--- src/rtl/stb_dcache_wr_responder.sv ---
// Data-cache side responder for store-buffer drains, sharing one memory port
// with LSU loads under a bounded-starvation arbitration rule.
module stb_dcache_wr_responder #(
    parameter int ADDR_W      = 32,
    parameter int DATA_W      = 32,
    parameter int LD_PRIORITY = 1,
    parameter int STARVE_MAX  = 4,
    parameter int CNT_W       = 16
) (
    input  logic                clk,
    input  logic                rst_n,
    input  logic                stb2dcache_req_i,
    input  logic [ADDR_W-1:0]   stb2dcache_addr_i,
    input  logic [DATA_W-1:0]   stb2dcache_wdata_i,
    input  logic [DATA_W/8-1:0] stb2dcache_sel_i,
    output logic                dcache2stb_ack_o,
    input  logic                lsu2dcache_ld_req_i,
    input  logic [ADDR_W-1:0]   lsu2dcache_addr_i,
    output logic [DATA_W-1:0]   dcache2lsu_rdata_o,
    output logic                dcache2lsu_ack_o,
    output logic                mem_req_o,
    output logic                mem_we_o,
    output logic [ADDR_W-1:0]   mem_addr_o,
    output logic [DATA_W-1:0]   mem_wdata_o,
    output logic [DATA_W/8-1:0] mem_sel_o,
    input  logic                mem_ack_i,
    input  logic [DATA_W-1:0]   mem_rdata_i,
    output logic [CNT_W-1:0]    st_done_cnt_o
);

    typedef enum logic [2:0] {
        IDLE    = 3'd0,
        ST_WR   = 3'd1,
        LD_RD   = 3'd2,
        ST_RESP = 3'd3,
        LD_RESP = 3'd4
    } state_t;

    localparam logic [3:0] STARVE_LIM = 4'(STARVE_MAX);

    state_t     state;
    logic [3:0] starve_cnt;
    logic       st_grant;

    // A waiting store wins outright once loads have used up their allowance.
    assign st_grant = stb2dcache_req_i &&
                      (!lsu2dcache_ld_req_i || (LD_PRIORITY == 0) || (starve_cnt == STARVE_LIM));

    always_ff @(posedge clk or negedge rst_n) begin
        if (!rst_n) begin
            state              <= IDLE;
            starve_cnt         <= '0;
            dcache2stb_ack_o   <= 1'b0;
            dcache2lsu_ack_o   <= 1'b0;
            dcache2lsu_rdata_o <= '0;
            mem_req_o          <= 1'b0;
            mem_we_o           <= 1'b0;
            mem_addr_o         <= '0;
            mem_wdata_o        <= '0;
            mem_sel_o          <= '0;
            st_done_cnt_o      <= '0;
        end else begin
            dcache2stb_ack_o <= 1'b0;
            dcache2lsu_ack_o <= 1'b0;
            case (state)
                IDLE: begin
                    if (st_grant) begin
                        mem_req_o   <= 1'b1;
                        mem_we_o    <= 1'b1;
                        mem_addr_o  <= stb2dcache_addr_i;
                        mem_wdata_o <= stb2dcache_wdata_i;
                        mem_sel_o   <= stb2dcache_sel_i;
                        starve_cnt  <= '0;
                        state       <= ST_WR;
                    end else if (lsu2dcache_ld_req_i) begin
                        mem_req_o  <= 1'b1;
                        mem_we_o   <= 1'b0;
                        mem_addr_o <= lsu2dcache_addr_i;
                        mem_sel_o  <= '1;
                        starve_cnt <= stb2dcache_req_i ? starve_cnt + 4'd1 : '0;
                        state      <= LD_RD;
                    end else begin
                        starve_cnt <= '0;
                    end
                end
                ST_WR: begin
                    if (mem_ack_i) begin
                        mem_req_o        <= 1'b0;
                        dcache2stb_ack_o <= 1'b1;
                        state            <= ST_RESP;
                    end
                end
                LD_RD: begin
                    if (mem_ack_i) begin
                        mem_req_o          <= 1'b0;
                        dcache2lsu_rdata_o <= mem_rdata_i;
                        dcache2lsu_ack_o   <= 1'b1;
                        state              <= LD_RESP;
                    end
                end
                ST_RESP: begin
                    if (st_done_cnt_o != '1) begin
                        st_done_cnt_o <= st_done_cnt_o + 1'b1;
                    end
                    state <= IDLE;
                end
                LD_RESP: state <= IDLE;
                default: state <= IDLE;
            endcase
        end
    end

endmodule

--- config.mk ---
export PLATFORM = sky130hd
export DESIGN_NAME = stb_dcache_wr_responder
export DESIGN_NICKNAME = d
export VERILOG_FILES = /design/src/rtl/stb_dcache_wr_responder.sv
export SDC_FILE = /design/constraint.sdc
export NUM_CORES = 1
export LEC_CHECK = 0
export ABC_CLOCK_PERIOD_IN_PS = 2900
export CORE_MARGIN = 3
export CORE_UTILIZATION = 23
export CTS_BUF_LIST = sky130_fd_sc_hd__clkbuf_4
export CTS_CLUSTER_DIAMETER = 80
export DETAILED_ROUTE_END_ITERATION = 7
export DONT_BUFFER_PORTS = 1
export PLACE_DENSITY = 0.39
export SYNTH_ARGS = -nofsm -noshare
export SYNTH_HDL_FRONTEND = slang
export SYNTH_SLANG_ARGS = --single-unit
--- constraint.sdc ---
create_clock -name clk -period 2.9 [get_ports clk]
set_clock_uncertainty 0.05 [all_clocks]
set_input_delay 0 -clock clk [delete_from_list [all_inputs] [get_ports clk]]
set_output_delay 0 -clock clk [all_outputs]
set_load 0.03 [all_outputs]
==> metrics.cfg, run 1 <==
[run_status]
failing_step = clock tree synthesis (4_1_cts)
status = did not finish
tool.error = [ERROR RSZ-0060] Max buffer count reached.

[logic_synthesis]
ys_warn_count = 0
async_flop_share_pct = 100
syn_area_mm2 = 0.00527
synth_edf_count = 0
synth_flop_cell = dfrtp_1
synth.area.top_cells = dfrtp_1 60%, mux2_2 13%, nand2_1 5.3%
syn_inst = 442
postSynthNetCount = 582
synth.distinct_cells = 38
synth_top_area_share_pct = 60.3
syn_avg_cell_area_um2 = 11.9
yosysSeqAreaShare_pct = 60.3
synth_seq_cells = 127
synth_top_area_cell = dfrtp_1

[clock_tree]
cts.sinks = 127
cts_buffer_depth = 2
cts_setup_buffers = 0
htreeDepth = 4
postCtsHoldBufs = 148
clock-root-buffer = clkbuf_4
cts_inserted_buffers = 17
cts_resized = 0

[floorplan]
die_w_um = 157
start_util_pct = 23.8
die_h_um = 157
ioPinCount = 257
std_cell_rows = 54

[place]
port_buffers = 0
place_congestion = 0.759
detailed_place_hpwl_mm = 9.31

[stage by stage]
stage,utilization [%],hold slack (ns),cell area (um^2),setup slack [ns],cells
floorplan,-,-0.346,5270,0.948,442
global placement,25.0,-0.342,5540,0.680,706
detailed placement,25.0,-0.343,5540,0.610,706
[synthesized netlist by cell type, types with 2 or more instances]
library cell	count
xnor2_1	12
buf_2	11
xor2_1	2
nand2_1	75
a21oi_1	2
and4_1	3
o22a_1	4
mux2_2	61
nand3_1	6
or3_1	2
nor3_1	2
nand4_1	10
ha_1	3
dfrtp_1	127
and3_1	4
clkbuf_1	5
nand3b_1	2
buf_6	5
buf_4	3
o21ai_0	6
nor2_4	2
nor2_1	40
nor3b_1	2
mux2_1	4
a31oi_1	32
inv_1	5
[cells by family after synthesis]
group                    Yosys count  synth area share (%)
AO/OA/AOI/OAI                     50                  6.26
adder cells (fa/ha/maj)            3                 0.712
multiplexers                      66                  14.1
AND/OR/NAND/NOR                  153                  13.1
buffers and inverters             29                  3.25
flip-flops                       127                  60.3
XOR/XNOR                          14                  2.33
==> inputs of run 2 (changes only) <==
CORE_UTILIZATION = 20   (was 23)
CTS_BUF_LIST = unset   (was sky130_fd_sc_hd__clkbuf_4)
CTS_CLUSTER_DIAMETER = unset   (was 80)
PLACE_DENSITY = unset   (was 0.39)
PLACE_DENSITY_LB_ADDON = 0.15   (was unset)
==> run 2 against run 1 <==
Synthesized cell count unchanged. Synthesized area did not move. The flow now finishes, with violations (negative hold slack).
==> metrics.cfg, run 2 <==
[setup_path]
crit_type = reg -> reg
worstPathCellList = or3_1, nor2_4, buf_6, nor2_1, a31oi_1, dlygate4sd3_1
crit_slowest_cell = or3_1
worstPathRequired_ns = 3.19
critPathMaxStageDelay_ns = 0.57
crit_buf_inv = 2
critPathArrivalTime_ns = 2.85
crit_path_start_kind = flip-flop
end_kind = flip-flop
path_max_fanout = 68
crit_family = buffers and inverters

[final_layout]
area_growth_pct = 43.5
diodes = 0
fin_nets = 721
fin_util_pct = 29.6
final_cell_mix = 138 x dlygate4sd3_1, 127 x dfrtp_1, 75 x nand2_1
drive_gt1_share_pct = 17.5
final_common_cell = dlygate4sd3_1
reg.largest.list = dcache2lsu_rdata_o: 32 flops, mem_addr_o: 32 flops, mem_wdata_o: 32 flops

[clock_tree]
cts_buffer_depth = 2  ; unchanged
postCtsHoldBufs = 138  ; was 148
htreeDepth = 4  ; unchanged
cts.sinks = 127  ; unchanged
clk_latency_ns = 0.41
cts_tree = yes
cts_inserted_buffers = 17  ; unchanged
clkTransAtPathRegs_ns = 0.06
clock-root-buffer = clkbuf_16  ; was clkbuf_4

[grt]
grt_start_max_net_pins = 128
grt_pass1_vias = 4177
grt_first_pass_wirelength_mm = 22.3
grt_antenna_before_repair = 0
grtUsageTotal_pct = 9.98
overflow = 0

[logic_synthesis]
synth.distinct_cells = 38  ; unchanged
synth_top_area_cell = dfrtp_1  ; unchanged
async_flop_share_pct = 100  ; unchanged
synth_flop_cell = dfrtp_1  ; unchanged
synthTopCellsByCount = 127 x dfrtp_1, 75 x nand2_1, 61 x mux2_2, 40 x nor2_1, 32 x a31oi_1  ; unchanged
synth_top_area_share_pct = 60.3  ; unchanged
yosysSeqAreaShare_pct = 60.3  ; unchanged
synth_seq_cells = 127  ; unchanged
syn_area_mm2 = 0.00527  ; unchanged
syn_avg_cell_area_um2 = 11.9  ; unchanged
syn_inst = 442  ; unchanged
postSynthNetCount = 582  ; unchanged
yosysMostFrequentCell = dfrtp_1  ; unchanged
ys_warn_count = 0  ; unchanged
synth.area.top_cells = dfrtp_1 60%, mux2_2 13%, nand2_1 5.3%  ; unchanged
synth_edf_count = 0  ; unchanged

[floorplan]
start_util_pct = 20.6  ; was 23.8%
ioPinCount = 257  ; unchanged
die_w_um = 168  ; was 157 um
core_region_area_mm2 = 0.0255
die_area_mm2 = 0.0284
die_h_um = 168  ; was 157 um
std_cell_rows = 58  ; was 54

[sta]
rsz0062_at_grt = no
finalSetupTns_ns = 0
worst_pin_slew_ns = 0.506
whs_ns = -0.770
finalMaxSlewViolations = 0
hold_violations = 127
fin_crit_ns = 2.56
max_freq_mhz = 390
finalSetupViolations = 0
slew_headroom_pct = 66.0
timing.final.crit_share_pct = 88.3

[pwr]
leakagePower_uw = 0.00310
power.total_uw = 8820
power.density_mw_per_mm2 = 1160
max-vdd-ir-drop_mv = 0.506

[routing]
drc = 0
dr.pass1.iters = 5
viasPerCell = 4.19
vias = 3874
drtIter0Drc = 99
routedWlPerCell_um = 15.5
drtAntennaViolNets = 0
drt_wl_total_mm = 14.3

[run_status]
violations = negative hold slack
status = complete, but fails checks  ; was did not finish

[place]
port_buffers = 0  ; unchanged
detailed_place_hpwl_mm = 9.16  ; was 9.31 mm
place_congestion = 0.734  ; was 0.759

[hold_path]
hp-class = in -> async

[job]
cap_violations = 0

-- run 2: final timing paths --
kind                                           startpoint                           to  slack [ns]  depth (start not counted)
worst max-delay path                 state[1]$_DFFE_PN0P_    mem_addr_o[7]$_DFFE_PN0P_        0.34                          6
worst min register to register  starve_cnt[2]$_DFFE_PN0N_    starve_cnt[2]$_DFFE_PN0N_        0.51                          1
worst max register to register       state[1]$_DFFE_PN0P_    mem_addr_o[7]$_DFFE_PN0P_        0.34                          6
max in group asynchronous                           rst_n   mem_addr_o[23]$_DFFE_PN0P_        3.41                          0
min in group clk                      lsu2dcache_ld_req_i         state[0]$_DFFE_PN0P_        0.03                          4
worst min-delay path                                rst_n  mem_wdata_o[26]$_DFFE_PN0P_       -0.77                          0
-- run 2: per-layer routing --
| layer | global-route usage, % | share of wire (%) |
|---|---|---|
| met4 | 3.45 | 1.7 |
| met5 | 0 | 0 |
| met1 | 10.1 | 37 |
| met2 | 17.9 | 51 |
| met3 | 4.77 | 10 |
-- run 2: what timing repair did --
item                                    4_1_cts  5_1_grt
setup buffers                                 0        0
resized for setup                             0        1
endpoints found under the setup margin        0        3
hold endpoints to repair                    236      127
-- run 2: layout make-up --
cell class | count | area (um^2)
fillers | 2603 | 18000
flip-flops and latches | 127 | 3180
multi-input cells | 286 | 1940
repair buffers | 144 | 1430
clock buffers | 18 | 429
well taps | 330 | 413
clock inverters | 14 | 158
inverters | 5 | 18.8
-- run 2: metrics by stage --
stage	setup slack, ns	instance area, um^2	std cells	hold WS, ns
2_1_floorplan	0.948	5270	442	-0.346
3_3_place_gp	0.712	5600	754	-0.342
3_5_place_dp	0.693	5600	754	-0.343
4_1_cts	0.190	7560	924	-0.800
5_1_grt	0.143	7570	924	-0.809
6_report	0.338	7570	924	-0.770
-- run 2: power by group --
part	switching, uW	leakage, uW	total, uW	internal (uW)
clock network	860	0.000278	2140	1280
registers	2170	0.00151	4710	2540
logic	741	0.00130	1960	1220
total	3770	0.00310	8820	5040
-- run 2: kinds of logic after synthesis --
group	Yosys count	share of synthesized area (%)
fa+ha+maj	3	0.712
simple gates	153	13.1
compound gates	50	6.26
xor+xnor	14	2.33
buf+inv	29	3.25
flops	127	60.3
mux	66	14.1
Power figures use the tool's default switching activity.
